<file path="src/rtl/uart_axil_host_pkg.sv">
// Shared register map, STAT/CTRL field positions, response codes and host FSM states
// for the AXI4-Lite UART host.
package uart_axil_host_pkg;

    localparam logic [31:0] STAT_OFS = 32'h0000_0000;
    localparam logic [31:0] CTRL_OFS = 32'h0000_0004;
    localparam logic [31:0] DATA_OFS = 32'h0000_0008;

    localparam int STAT_TX_BUSY = 0;
    localparam int STAT_RX_OK   = 1;

    localparam int CTRL_EN_BIT       = 0;
    localparam int CTRL_PAR_EN_BIT   = 1;
    localparam int CTRL_PAR_EVEN_BIT = 2;
    localparam int CTRL_BAUD_LSB     = 16;

    localparam logic [1:0] RESP_OKAY = 2'b00;

    typedef enum logic [3:0] {
        CFG_W,
        CFG_B,
        IDLE,
        STAT_R,
        RXD_AR,
        RXD_R,
        DATA_W,
        DATA_B,
        GAP
    } state_t;

endpackage

</file>
<file path="src/rtl/uart_axil_host_chan.sv">
// Single-outstanding AXI4-Lite access issuer: start launches one read or write, done pulses with the response.
// Valids held until their handshake; done/rdata/resp are combinational in the response handshake cycle.
module uart_axil_host_chan
    import uart_axil_host_pkg::*;
(
    input  logic        clk,
    input  logic        rst,
    input  logic        start,
    input  logic        we,
    input  logic        abort,
    input  logic [31:0] addr,
    input  logic [31:0] wdata,
    output logic        done,
    output logic [31:0] rdata,
    output logic [1:0]  resp,
    output logic        m_arvalid,
    input  logic        m_arready,
    output logic [31:0] m_araddr,
    output logic [2:0]  m_arprot,
    input  logic        m_rvalid,
    output logic        m_rready,
    input  logic [31:0] m_rdata,
    input  logic [1:0]  m_rresp,
    output logic        m_awvalid,
    input  logic        m_awready,
    output logic [31:0] m_awaddr,
    output logic [2:0]  m_awprot,
    output logic        m_wvalid,
    input  logic        m_wready,
    output logic [31:0] m_wdata,
    output logic [3:0]  m_wstrb,
    input  logic        m_bvalid,
    output logic        m_bready,
    input  logic [1:0]  m_bresp
);

    assign m_arprot = 3'b000;
    assign m_awprot = 3'b000;
    assign m_wstrb  = 4'hF;

    always_ff @(posedge clk or posedge rst) begin
        if (rst) begin
            m_arvalid <= 1'b0;
            m_rready  <= 1'b0;
            m_awvalid <= 1'b0;
            m_wvalid  <= 1'b0;
            m_bready  <= 1'b0;
            m_araddr  <= '0;
            m_awaddr  <= '0;
            m_wdata   <= '0;
        end else if (abort) begin
            m_arvalid <= 1'b0;
            m_rready  <= 1'b0;
            m_awvalid <= 1'b0;
            m_wvalid  <= 1'b0;
            m_bready  <= 1'b0;
        end else begin
            if (start) begin
                if (we) begin
                    m_awvalid <= 1'b1;
                    m_wvalid  <= 1'b1;
                    m_bready  <= 1'b1;
                    m_awaddr  <= addr;
                    m_wdata   <= wdata;
                end else begin
                    m_arvalid <= 1'b1;
                    m_araddr  <= addr;
                end
            end
            // bready is raised with AW so a B coincident with the last AW/W handshake is still taken
            if (m_awvalid && m_awready) m_awvalid <= 1'b0;
            if (m_wvalid && m_wready)   m_wvalid  <= 1'b0;
            if (m_bvalid && m_bready)   m_bready  <= 1'b0;
            if (m_arvalid && m_arready) begin
                m_arvalid <= 1'b0;
                m_rready  <= 1'b1;
            end
            if (m_rvalid && m_rready)   m_rready  <= 1'b0;
        end
    end

    assign done  = (m_rvalid && m_rready) || (m_bvalid && m_bready);
    assign rdata = m_rdata;
    assign resp  = m_bready ? m_bresp : m_rresp;

endmodule

</file>
<file path="src/rtl/uart_axil_host.sv">
// AXI4-Lite host for the UART register map: configures CTRL, polls STAT, moves bytes via DATA.
// STAT poll + DATA write takes >= 4 cycles; one byte held for rx; UART_HOST_TIMEOUT_EN adds a response watchdog.
module uart_axil_host
    import uart_axil_host_pkg::*;
#(
    parameter logic [31:0] BASE_ADDR      = 32'h1000_6000,
    parameter logic [15:0] BAUD_DIV       = 16'h0008,
    parameter logic        PARITY_EN      = 1'b0,
    parameter logic        PARITY_EVEN    = 1'b0,
    parameter int          POLL_GAP       = 10,
    parameter int          TIMEOUT_CYCLES = 1024
) (
    input  logic        clk,
    input  logic        rst,
    input  logic        tx_valid,
    output logic        tx_ready,
    input  logic [7:0]  tx_data,
    output logic        rx_valid,
    input  logic        rx_ready,
    output logic [7:0]  rx_data,
    output logic        busy,
    output logic        err,
    output logic [7:0]  err_cnt,
    output logic        m_arvalid,
    input  logic        m_arready,
    output logic [31:0] m_araddr,
    output logic [2:0]  m_arprot,
    input  logic        m_rvalid,
    output logic        m_rready,
    input  logic [31:0] m_rdata,
    input  logic [1:0]  m_rresp,
    output logic        m_awvalid,
    input  logic        m_awready,
    output logic [31:0] m_awaddr,
    output logic [2:0]  m_awprot,
    output logic        m_wvalid,
    input  logic        m_wready,
    output logic [31:0] m_wdata,
    output logic [3:0]  m_wstrb,
    input  logic        m_bvalid,
    output logic        m_bready,
    input  logic [1:0]  m_bresp
);

    localparam logic [31:0] CTRL_VAL = (32'(BAUD_DIV) << CTRL_BAUD_LSB)
                                     | (32'(PARITY_EVEN) << CTRL_PAR_EVEN_BIT)
                                     | (32'(PARITY_EN) << CTRL_PAR_EN_BIT)
                                     | (32'h1 << CTRL_EN_BIT);

    state_t      state, state_nxt;
    logic        chan_start, chan_we, chan_done, abort;
    logic [31:0] chan_addr, chan_wdata, chan_rdata;
    logic [1:0]  chan_resp;
    logic        resp_ok, stat_rx_ok, stat_tx_busy, wait_st, err_evt, rx_full;
    logic [15:0] gap_cnt;
    logic        unused_rdata_bits;

    assign resp_ok      = (chan_resp == RESP_OKAY);
    // A failed STAT read reads as all-zero status
    assign stat_rx_ok   = resp_ok && chan_rdata[STAT_RX_OK];
    assign stat_tx_busy = resp_ok && chan_rdata[STAT_TX_BUSY];
    assign wait_st      = (state == CFG_B) || (state == STAT_R) || (state == RXD_R) || (state == DATA_B);
    assign err_evt      = (chan_done && !resp_ok) || abort;
    assign unused_rdata_bits = ^chan_rdata[31:8];

`ifdef UART_HOST_TIMEOUT_EN
    logic [31:0] wd_cnt;

    always_ff @(posedge clk or posedge rst) begin
        if (rst) wd_cnt <= '0;
        else     wd_cnt <= (wait_st && !chan_done && !abort) ? wd_cnt + 32'd1 : '0;
    end

    assign abort = wait_st && !chan_done && (wd_cnt == 32'(TIMEOUT_CYCLES - 1));
`else
    localparam int unused_timeout_cycles = TIMEOUT_CYCLES;
    assign abort = 1'b0;
`endif

    always_ff @(posedge clk or posedge rst) begin
        if (rst) state <= CFG_W;
        else     state <= state_nxt;
    end

    always_comb begin
        state_nxt  = state;
        chan_start = 1'b0;
        chan_we    = 1'b0;
        chan_addr  = BASE_ADDR + STAT_OFS;
        chan_wdata = '0;
        tx_ready   = 1'b0;
        case (state)
            CFG_W: begin
                chan_start = 1'b1;
                chan_we    = 1'b1;
                chan_addr  = BASE_ADDR + CTRL_OFS;
                chan_wdata = CTRL_VAL;
                state_nxt  = CFG_B;
            end
            CFG_B: if (chan_done) state_nxt = resp_ok ? IDLE : CFG_W;
            IDLE: if (tx_valid || !rx_full) begin
                chan_start = 1'b1;
                state_nxt  = STAT_R;
            end
            STAT_R: if (chan_done) begin
                if (stat_rx_ok && !rx_full)         state_nxt = RXD_AR;
                else if (!stat_tx_busy && tx_valid) state_nxt = DATA_W;
                else                                state_nxt = GAP;
            end
            RXD_AR: begin
                chan_start = 1'b1;
                chan_addr  = BASE_ADDR + DATA_OFS;
                state_nxt  = RXD_R;
            end
            RXD_R: if (chan_done) state_nxt = GAP;
            DATA_W: begin
                tx_ready   = 1'b1;
                chan_start = 1'b1;
                chan_we    = 1'b1;
                chan_addr  = BASE_ADDR + DATA_OFS;
                chan_wdata = {24'b0, tx_data};
                state_nxt  = DATA_B;
            end
            DATA_B: if (chan_done) state_nxt = GAP;
            GAP: if (gap_cnt == 16'(POLL_GAP - 1)) state_nxt = IDLE;
            default: state_nxt = CFG_W;
        endcase
        if (abort) state_nxt = (state == CFG_B) ? CFG_W : GAP;
    end

    always_ff @(posedge clk or posedge rst) begin
        if (rst) begin
            gap_cnt <= '0;
            rx_full <= 1'b0;
            rx_data <= '0;
            err     <= 1'b0;
            err_cnt <= '0;
        end else begin
            gap_cnt <= (state == GAP) ? gap_cnt + 16'd1 : '0;
            if (rx_full && rx_ready) begin
                rx_full <= 1'b0;
            end else if (state == RXD_R && chan_done && resp_ok) begin
                rx_full <= 1'b1;
                rx_data <= chan_rdata[7:0];
            end
            if (err_evt) begin
                err <= 1'b1;
                if (err_cnt != 8'hFF) err_cnt <= err_cnt + 8'd1;
            end
        end
    end

    assign rx_valid = rx_full;
    assign busy     = (state != IDLE) && (state != GAP);

    uart_axil_host_chan u_chan (
        .clk       (clk),
        .rst       (rst),
        .start     (chan_start),
        .we        (chan_we),
        .abort     (abort),
        .addr      (chan_addr),
        .wdata     (chan_wdata),
        .done      (chan_done),
        .rdata     (chan_rdata),
        .resp      (chan_resp),
        .m_arvalid (m_arvalid),
        .m_arready (m_arready),
        .m_araddr  (m_araddr),
        .m_arprot  (m_arprot),
        .m_rvalid  (m_rvalid),
        .m_rready  (m_rready),
        .m_rdata   (m_rdata),
        .m_rresp   (m_rresp),
        .m_awvalid (m_awvalid),
        .m_awready (m_awready),
        .m_awaddr  (m_awaddr),
        .m_awprot  (m_awprot),
        .m_wvalid  (m_wvalid),
        .m_wready  (m_wready),
        .m_wdata   (m_wdata),
        .m_wstrb   (m_wstrb),
        .m_bvalid  (m_bvalid),
        .m_bready  (m_bready),
        .m_bresp   (m_bresp)
    );

endmodule

</file>
<file path="config.mk">
export PLATFORM = sky130hd
export DESIGN_NAME = uart_axil_host
export DESIGN_NICKNAME = d
export VERILOG_FILES = /design/src/rtl/uart_axil_host_pkg.sv /design/src/rtl/uart_axil_host_chan.sv /design/src/rtl/uart_axil_host.sv
export SDC_FILE = /design/constraint.sdc
export NUM_CORES = 1
export LEC_CHECK = 0
export CAP_MARGIN = 40
export CORE_MARGIN = 10
export CORE_UTILIZATION = 54
export CTS_CLUSTER_DIAMETER = 120
export DETAILED_ROUTE_END_ITERATION = 8
export MAX_ROUTING_LAYER = met4
export PLACE_DENSITY = 0.86
export SYNTH_ARGS = -nofsm -noshare
export SYNTH_HDL_FRONTEND = slang
export SYNTH_HIERARCHICAL = 1
export SYNTH_SLANG_ARGS = --single-unit
</file>
<file path="constraint.sdc">
create_clock -name clk -period 7 [get_ports clk]
set_input_delay 1.4 -clock clk [delete_from_list [all_inputs] [get_ports clk]]
set_output_delay 1.4 -clock clk [all_outputs]
set_load 0.05 [all_outputs]
</file>
==> results of run 1 <==
==> flip-flops by register name (all words and copies together), names as in the netlist <==
signal            count
u_chan/m_wdata       32
u_chan/m_arvalid      1
u_chan/m_wvalid       1
u_chan/m_rready       1
state                 4
rx_data               8
rx_valid              1
u_chan/m_araddr      32
gap_cnt              16
u_chan/m_awvalid      1
u_chan/m_awaddr      32
err_cnt               8
err                   1
u_chan/m_bready       1
==> placed cells by master, fill, tap and decap left out, types with 9 or more instances in the layout <==
master	count
nor2_1	25
inv_1	9
conb_1	100
clkbuf_16	17
mux2_4	60
a21oi_1	9
clkdlybuf4s50_1	149
mux2_2	40
dfrtp_1	139
xnor2_1	16
==> per-stage QoR <==
stage	instance area, um2	setup WS (ns)	utilization [%]	hold slack [ns]
after floorplan	6691	2.953	-	0.4789
after global placement	8055	2.867	70.25	0.4557
after detailed placement	8055	2.725	70.25	0.4563
after CTS	8621	2.773	75.18	0.4732
after global routing	8621	2.651	75.18	0.4840
final	8621	2.789	75.18	0.4756
==> power groups by stage <==
stage,clock network [mW],registers [mW],logic [mW]
3_5_place_dp,0,1.22,1.72
5_1_grt,0.896,1.24,1.78
3_3_place_gp,0,1.19,1.69
6_report,0.851,1.21,1.72
2_1_floorplan,0,1.95,0.392
4_1_cts,0.861,1.21,1.73
==> metal layers <==
metal  vias to the layer above  track usage, %  part of all wire (%)
met5                         -               -                     0
met4                         0           8.079                   2.1
met3                        28           5.376                   6.1
met2                       120           32.58                    52
met1                      2133           21.70                    40
li1                       1923               -                     -
==> worst min path at each step <==
stage / startpoint / cells past startpoint / slack, ns / endpoint
floorplan: gap_cnt[0]$_DFF_PP0_ / 1 / 0.48 / gap_cnt[0]$_DFF_PP0_
global placement: err$_DFFE_PP0P_ / 1 / 0.46 / err$_DFFE_PP0P_
detailed placement: err$_DFFE_PP0P_ / 1 / 0.46 / err$_DFFE_PP0P_
CTS: err$_DFFE_PP0P_ / 1 / 0.47 / err$_DFFE_PP0P_
global route: err$_DFFE_PP0P_ / 1 / 0.48 / err$_DFFE_PP0P_
finish: err$_DFFE_PP0P_ / 1 / 0.48 / err$_DFFE_PP0P_
==> final cells by class <==
cell class,count,area share (%)
flip-flops and latches,139,40.35
well taps,143,2.075
clock buffers,21,5.457
clock inverters,11,1.103
multi-input cells,357,32.77
inverters,11,0.5080
repair buffers,154,17.74
==> worst max-delay path, delay by kind of cell, from the launching register on <==
family	cells	cell delay (ns)
and+or+nand+nor	2	0.91
DFF	1	0.63
buffers and inverters	1	0.84
==> run summary, run 1 <==
The worst register-to-register path begins at state[1]$_DFFE_PP0P_. The destination of the critical timing path is tx_ready. The beginning of the critical path is state[2]$_DFFE_PP0P_. The cell sitting at the root of the clock tree is a clkbuf_16. The worst relative slew slack came out at 42.70%. The number of nets in the layout came out at 736. The clock-pin slew of the registers on the worst-case setup and hold paths came out at 0.06 ns. Setup repair after global routing left no endpoint under its margin. The number of clock sinks seen by CTS is 139. The hold violation count in the final report came out at 0. The overall routing resource usage came out at 19.57%.

After detailed routing, the total wire length is 15.70 mm. The net switching power came out at 1.591 mW. The critical path arrival is 2.81 ns. The achievable clock frequency is 0.2375 GHz. Counting the fill cells in the layout gives 716. The number of instances resized during post-cts repair is 0. The cell internal power dissipation is 2.184 mW. The number of global-route vias before repair came out at 4500. The max-slew violation count is 0. The number of buffers inserted by port buffering came out at 149. The first detailed-routing pass ran for 4 iterations.

The share of the clock period used by the worst path after layout is 60.16%. The kind of path behind the tightest hold check is flop to flop. The total area of multi-input combinational cells came out at 2825 um2. The number of H-tree levels came out at 4.

The logic depth of the worst register-to-register path came out at 6. The power share of the sequential group is 32.0%. The run finished with clean final reports. The power share of the clock group came out at 22.5%. The net switching share of the total power came out at 42.14%. The fraction of layout instances using a drive strength above 1 is 21.21%. The initial antenna violation count came out at 0. The element type at the critical path end is an output pin. Dividing the detail-routed via count by the number of cells gives 5.029. The overall overflow remaining after global route came out at 0. Along the worst path, the maximum fanout reaches 13. The die covers 16460 um2. At the end of routability-driven placement, the weighted congestion stood at 0.8351. In this run, CTS created clock tree buffers numbering 17. TritonCTS built the clock tree. The worst setup path is of the flop to output pin kind. IR analysis of the VDD net gives a maximum drop of 0.4531 mV. The cell leakage power is 4.106 nW. The violation count after the first detailed-routing iteration is 285. Traced cell by cell, the critical path runs through nor3b_2 -> and2_1 -> clkdlybuf4s50_1. Counting tap cells, the placed design contains a total of 804 instances. The detailed-route wire length per cell is 18.78 um.

The worst register-to-register path ends at u_chan/m_wdata[2]$_DFFE_PP0P_. The post-CTS setup repair buffer count is 0. 0 antenna diodes ended up in the layout. The core region is 11470 um2. The post-route antenna net violation count came out at 0.

The highest cell delay on the worst timing path is 0.84 ns. The maximum count of clock buffers along a single path is 2. The worst path required time came out at 5.60 ns. At the pin with the least slew margin, the transition time is 0.8596 ns. A synthesized cell averages 14.16 um2. The number of warning messages in the yosys log came out at 6. The reg-to-reg setup timing slack is 3.96 ns. The largest clock skew in the final design is 0.005397 ns. Excluding fillers, the count of instances in the completed layout stands at 836. The post-route setup TNS came out at 0 ns.

The DRC violation count after routing came out at 0. The total I/O pin count came out at 184. The combinational group share of total power is 45.5%.

The setup-violating endpoint count in the final report is 0. The routed layout has 4204 vias. The floorplan has 39 rows.

Summed over all nets, the half-perimeter wirelength after detailed placement is 11.23 mm. Max-cap violations in this run came to 0. The global-route wire length before repair is 24.57 mm. The netlist area before placement is 6331 um2.

The final period demand of the worst path came out at 4.211 ns. The design draws 3.775 mW. The worst setup path is launched from a flop. The pin count of the biggest net entering global routing is 69. The number of instances in the synthesized netlist came out at 447. The number of hold buffers added after cts came out at 0. The horizontal extent of the die is 128.3 um. The die extent in y came out at 128.3 um. The insertion delay of the later-clocked pin in the worst-skew pair is 0.43 ns. The post-synthesis to final-layout area growth came out at 36.17%. The storage element area is 3478 um2. Among all stages on the critical path, the largest delay is contributed by clkdlybuf4s50_1. The ratio of total power to cell area came out at 437.9 nW/um2.

The effective utilization at floorplan is 55.21%.
No activity file was read; power rests on OpenSTA's default activity.
==> inputs of run 2 (changes only) <==
Settings changed: CORE_UTILIZATION 54 to 50, PLACE_DENSITY 0.86 to 0.8.
Clock period 7 ns to 3.93 ns, I/O delays scaled along.
==> run 2 against run 1 <==
  * Core utilization fell by 5.1 points
  * First-iteration DRC count is 7.4% lower
  * Critical path depth is 1 higher
  * Global-route usage is 2.4 points lower
  * Register-to-register slack worse by 2.7 ns
  * Combinational power rose by 77%
  * Sequential power grew 77%
  * Via count is 1.9% lower
  * Sequential share of layout area decreased by 0.70 points
  * Non-clock buffer count rose by 3
  * Power grew 83%
==> run summary, run 2 (synthesis gave the netlist of run 1 again) <==
The flow ran to the end, and the final reports show no timing, DRC or antenna violations. The layer with the highest usage after global routing is met2. TritonCTS built the clock tree. From synthesis to final layout, the design area changed by 38.58%. Cells with a size suffix above 1 make up 21.70% of the layout.

For this block, the via count after detailed routing is 4125. Summed over all layers, the global routing overflow is 0. The antenna cell count is 0. STA puts the critical path data arrival time at 2.52 ns. In the final layout, the multi-input gates occupy 2825 um2. Setup violations remaining at the end of the flow were counted as 0. The number of buffers added by the clock tree synthesis step came out at 17.

The number of buffers inserted by port buffering came out at 149. The violation count after the first detailed-routing iteration came out at 264. The die extent in y is 132.5 um. The hold violation count in the final report came to 0. Buffers added to address setup during post-CTS repair amount to 0.

The number of nets in the layout is 739. The cell leakage power is 4.164 nW. The number of maximum-capacitance constraint violations came out at 0. The worst setup path is captured at an output pin. The number of instances resized during post-cts repair came out at 0.

Clock-pin slew was measured on the worst setup and hold paths at 0.06 ns. The largest registers in the layout are u_chan/m_araddr: 32 flops, u_chan/m_awaddr: 32 flops, u_chan/m_wdata: 32 flops. The max-slew violation count came out at 0. After detailed routing, the number of remaining DRC violations is 0. The final period demand of the worst path is 3.306 ns. The achievable clock frequency came out at 0.3024 GHz.

The initial antenna violation count came out at 0. The insertion delay of the later-clocked pin in the worst-skew pair came out at 0.41 ns. The cell count after placement is 836. In this run the tightest slew margin relative to its limit is 52.32%. The total half-perimeter wirelength after legalization and detailed placement is 10.68 mm.

The non-filler instance count after layout came out at 868. In the layout the commonest cells are 149 x clkdlybuf4s50_1, 139 x dfrtp_1, 100 x conb_1. The layout filler cell count came out at 916. The detailed-route wire length per cell is 16.85 um.

The path class of the tightest hold or removal check is flop to flop. The die area is 17560 um2. The total I/O pin count is 184.

At the end of the flow the core is filled with cells to 70.09%. The total area inside the core boundary comes to 12520 um2. In the final layout, flip-flops and latches occupy 3478 um2.

The post-detailed-placement cell area is 8127 um2. The met1 routing resource usage after global routing is 19.90%. The aggregate routed wire length came out at 14.63 mm. The final cell area excluding filler cells is 8773 um2. The number of global-route vias before repair came to 4395. The global-route wire length before repair is 23.74 mm. For the worst setup path, the data required time is 3.14 ns. After routing, the total negative slack on setup checks comes to 0 ns. For this run, global-route usage on met3 was measured as 5.337%. Hold timing on the final database bottoms out at a slack of 0.4770 ns. Setup repair after global routing left no endpoint under its margin. Along the worst path, the maximum fanout reaches 13. The largest clock skew in the final design came out at 0.007586 ns.

The initial utilization of the core area, before any placement, comes to 50.58%. The final worst slack is 0.6235 ns. For this design, the sink count on the clock tree is 139. Using the TritonRoute via totals, the vias-per-cell ratio works out to 4.752.

By startpoint and endpoint, the worst setup path is classified as flop to output pin. The first TritonRoute pass finished after 4 iterations. After layout, the design draws a total of 6.903 mW. The met2 track utilization from global routing came out at 28.14%. STA classifies the critical path startpoint as a flop.

The overall routing resource usage is 17.20%. The ratio of total power to cell area came out at 786.8 nW/um2. The post-route antenna net violation count came out at 0. The pin count of the biggest net entering global routing came out at 58.

The worst setup timing slack at the placement stage came out at 0.6374 ns. Leaving out fill and tap cells, the most frequent cell in the layout is clkdlybuf4s50_1. The cell sitting at the root of the clock tree is a clkbuf_16.

The horizontal extent of the die came out at 132.5 um. The clock passes through at most 2 buffers. At the end of routability-driven placement, the weighted congestion stood at 0.8757.

The H-tree generated during clock tree synthesis spans 4 levels. IR analysis of the VDD net gives a maximum drop of 0.2568 mV. The pin slew with the least headroom to its limit came out at 0.7152 ns.

The placement row count came out at 41. After layout, the worst path uses 84.13% of the clock period. The number of hold buffers added after cts is 0.
[run 2: cell type report]
cell class | count | share of cell area, %
tap | 172 | 2.453
clock buffer | 18 | 5.006
multi-input combinational | 357 | 32.20
timing repair buffer | 157 | 17.83
sequential | 139 | 39.65
clock inverter | 14 | 2.367
inverter | 11 | 0.4991
[run 2: metal layers]
layer	routed length [um]	vias up	share of wire, %
met5	0	-	0
met2	7383	125	50
met1	6323	2053	43
met3	687	17	4.7
li1	-	1930	-
met4	233	0	1.6
[run 2: power breakdown]
part           switching (mW)  leakage [nW]  internal, mW
clock                   0.631         0.310          1.09
sequential              0.299          1.80          1.84
combinational            1.90          2.05          1.14
total                    2.83          4.16          4.07
[run 2: final timing paths]
path	start	to	slack [ns]	depth (start not counted)
min in group asynchronous	rst	u_chan/m_wdata[25]$_DFFE_PP0P_	0.86	2
max in group asynchronous	rst	u_chan/m_araddr[18]$_DFFE_PP0P_	2.24	3
setup / recovery	state[2]$_DFFE_PP0P_	tx_ready	0.62	4
hold reg to reg	err$_DFFE_PP0P_	err$_DFFE_PP0P_	0.48	1
hold / removal	err$_DFFE_PP0P_	err$_DFFE_PP0P_	0.48	1
setup reg to reg	state[1]$_DFFE_PP0P_	u_chan/m_wdata[1]$_DFFE_PP0P_	1.24	7
[run 2: critical path, cell delays in order, from the launching register on]
cell             delay [ns]
dfrtp_1                0.63
nor3b_2                0.24
buf_4                  0.19
and2_1                 0.18
clkdlybuf4s50_1        0.87
==> inputs of run 3 (changes only) <==
Settings changed: CORE_UTILIZATION 50 to 45, PLACE_DENSITY 0.8 to 0.76.
Clock period 3.93 ns to 3 ns, I/O delays scaled along.
==> run 3 against run 2 <==
  * Final cell count rose by 1.7%
  * Clock power rose by 23%
  * Clock skew is 0.00096 ns higher
  * Global-route usage shrank 1.4 points
  * Register-to-register slack got worse by 0.71 ns
  * Core utilization is 6.1 points lower
  * Sequential power is 29% higher
  * Power is 29% higher
  * Final area up 0.83%
==> run summary, run 3 (synthesis gave the netlist of run 1 again) <==
The run finished with clean final reports. The power share of the sequential group is 31.1%. Leaving out fill and tap cells, the most frequent cells in the layout are 148 x clkdlybuf4s50_1, 139 x dfrtp_1, 100 x conb_1.

The net switching power is 3.683 mW. The overall routing resource usage is 15.81%. The worst relative slew slack is 49.21%.

The max-slew violation count is 0. The root buffer selected by CTS is clkbuf_16. The largest registers in the layout are u_chan/m_araddr: 32 flops, u_chan/m_awaddr: 32 flops, u_chan/m_wdata: 32 flops. The hold violation count in the final report is 0.

The worst setup timing slack at the placement stage is 0.05784 ns. The kind of cell with the highest combined delay on the critical path is buffers and inverters. TritonCTS built the clock tree. The number of cells on the critical path came out at 3.

The number of global-route vias before repair came out at 4481. The number of detailed-routing iterations run before antenna repair came out at 4. The number of instances resized during post-cts repair came out at 0. The fraction of layout instances using a drive strength above 1 came out at 22.36%. The cell count after placement came out at 850.

The final cell area excluding filler cells is 8846 um2. The pin count of the biggest net entering global routing is 46. The total I/O pin count came out at 184. The largest vdd supply drop is 0.3628 mV. Counting the fill cells in the layout gives 1022. Along the worst hold path, the cell count comes to 1. The final period demand of the worst path is 2.795 ns. Setup total negative slack on the finished layout was measured at 0 ns. At the pin with the least slew margin, the transition time is 0.7602 ns.

The placer congestion estimate is 0.8460. The critical path goes through xnor2_1 -> or3_1 -> clkdlybuf4s50_1. The die extent in y is 138.6 um. Once placement finished, the instance area stood at 8243 um2.

The element type at the critical path end is an output pin. The achievable clock frequency is 0.3578 GHz. The number of buffers added by the clock tree synthesis step came out at 17.

The aggregate routed wire length came out at 14.52 mm. The library cell used most frequently in the layout, excluding fill and tap cells, is clkdlybuf4s50_1. The ratio of total power to cell area came out at 1008 nW/um2. The number of nets in the layout is 745. The setup-violating endpoint count in the final report came out at 0. The critical path arrival came out at 2.20 ns. The clock reaches the later pin of the worst-skew pair after 0.42 ns. Once routing completed, OpenROAD measured the worst setup slack at 0.2049 ns.

The worst setup path is launched from a flop. Buffers added to address setup during post-CTS repair amount to 0. The tree built by TritonCTS fans out to 139 sinks. The overall overflow remaining after global route came out at 0. Setup repair after global routing left no endpoint under its margin. Buffers placed on the I/O ports in this run total 149. The worst hold path belongs to the class flop to flop. The global-route wire length before repair came out at 24.04 mm. The maximum net fanout on the critical path came out at 13.

The power share of the clock group came out at 23.7%. Internal power comes to 5.234 mW. The number of buffers and inverters on the critical path is 1. The detailed-route wire length per cell came out at 16.44 um. Clock-pin slew was measured on the worst setup and hold paths at 0.06 ns. The post-synthesis to final-layout area growth came out at 39.72%. By startpoint and endpoint, the worst setup path is classified as flop to output pin. For the worst flop-to-flop path, the logic depth is 7. The placement row count came out at 43.

The number of maximum-capacitance constraint violations is 0. The maximum count of clock buffers along a single path came out at 2. The initial utilization of the core area, before any placement, comes to 45.79%. The DRC violation count after routing is 0. The finished layout holds 883 standard cells, fillers aside. Summed over all nets, the half-perimeter wirelength after detailed placement is 10.79 mm.

The combinational group share of total power is 45.2%. The number of H-tree levels is 4. On the worst path, the slowest cell contributes a delay of 0.73 ns.

Net switching is 41.30% of the power. The worst path required time is 2.40 ns. For this design, the slowest cell found on the critical path is clkdlybuf4s50_1. The initial antenna violation count is 1. The die is 138.6 um wide. In this run, post-CTS hold repair placed 0 buffers. The largest clock skew in the final design is 0.008542 ns. The die area came out at 19210 um2.

The detailed-route via count is 4109. The core footprint came out at 13830 um2. The count of nets left with antenna violations once routing finished came out at 0. In the finished design, the share of the clock period the worst path needs comes to 93.17%. The cell leakage power came out at 4.188 nW. Using the TritonRoute via totals, the vias-per-cell ratio works out to 4.653. The violation count after the first detailed-routing iteration is 195.
## run 3: changes by cell type in the layout (fill, tap and decap cells not counted)
cell             change
buf_12               +5
clkinv_2             +3
inv_6                -3
buf_4                +2
clkinvlp_4           +2
bufinv_16            -1
clkbuf_1             +1
clkbuf_8             -1
clkdlybuf4s50_1      -1
clkinv_4             +1
diode_2              +1
inv_4                -1
inv_8                -1
## run 3: final cells by class
cell class              count  area [um2]  area share, %
inverters                  11       45.04         0.5092
repair buffers            163        1669          18.87
flip-flops and latches    139        3478          39.32
well taps                 180       225.2          2.546
diodes                      1       2.502        0.02829
multi-input cells         357        2825          31.94
clock buffers              18       429.2          4.851
clock inverters            14       171.4          1.938
## run 3: power groups by stage
| stage | Sequential, mW | Combinational (mW) | Clock [mW] |
|---|---|---|---|
| after floorplan | 4.55 | 0.915 | 0 |
| after global placement | 2.76 | 4.01 | 0 |
| after detailed placement | 2.80 | 4.06 | 0 |
| after CTS | 2.78 | 4.08 | 2.16 |
| after global routing | 2.85 | 4.18 | 2.25 |
| final | 2.77 | 4.03 | 2.12 |
## run 3: per-stage QoR
step | power (mW) | util, % | hold WS (ns)
5_1_grt | 9.288 | 63.98 | 0.5187
4_1_cts | 9.015 | 63.96 | 0.4964
2_1_floorplan | 5.467 | - | 0.4789
6_report | 8.918 | 63.98 | 0.4926
3_5_place_dp | 6.862 | 59.61 | 0.4827
3_3_place_gp | 6.764 | 59.61 | 0.4546
## run 3: final timing paths
path	start	to	slack, ns
worst max-delay path	state[3]$_DFFE_PP0P_	busy	0.20
worst min-delay path	u_chan/m_araddr[22]$_DFFE_PP0P_	u_chan/m_araddr[22]$_DFFE_PP0P_	0.49
worst max register to register	state[2]$_DFFE_PP0P_	u_chan/m_awaddr[15]$_DFFE_PP0P_	0.53
worst min register to register	u_chan/m_araddr[22]$_DFFE_PP0P_	u_chan/m_araddr[22]$_DFFE_PP0P_	0.49
max in group asynchronous	rst	u_chan/m_araddr[20]$_DFFE_PP0P_	1.65
min in group asynchronous	rst	gap_cnt[0]$_DFF_PP0_	0.68
## run 3: layer usage
layer / track usage [%] / share of wire [%] / vias to the layer above
li1: - / - / 1941
met4: 5.052 / 1.4 / 0
met3: 5.753 / 7.5 / 16
met5: - / 0 / -
met2: 25.55 / 49 / 134
met1: 17.98 / 42 / 2018
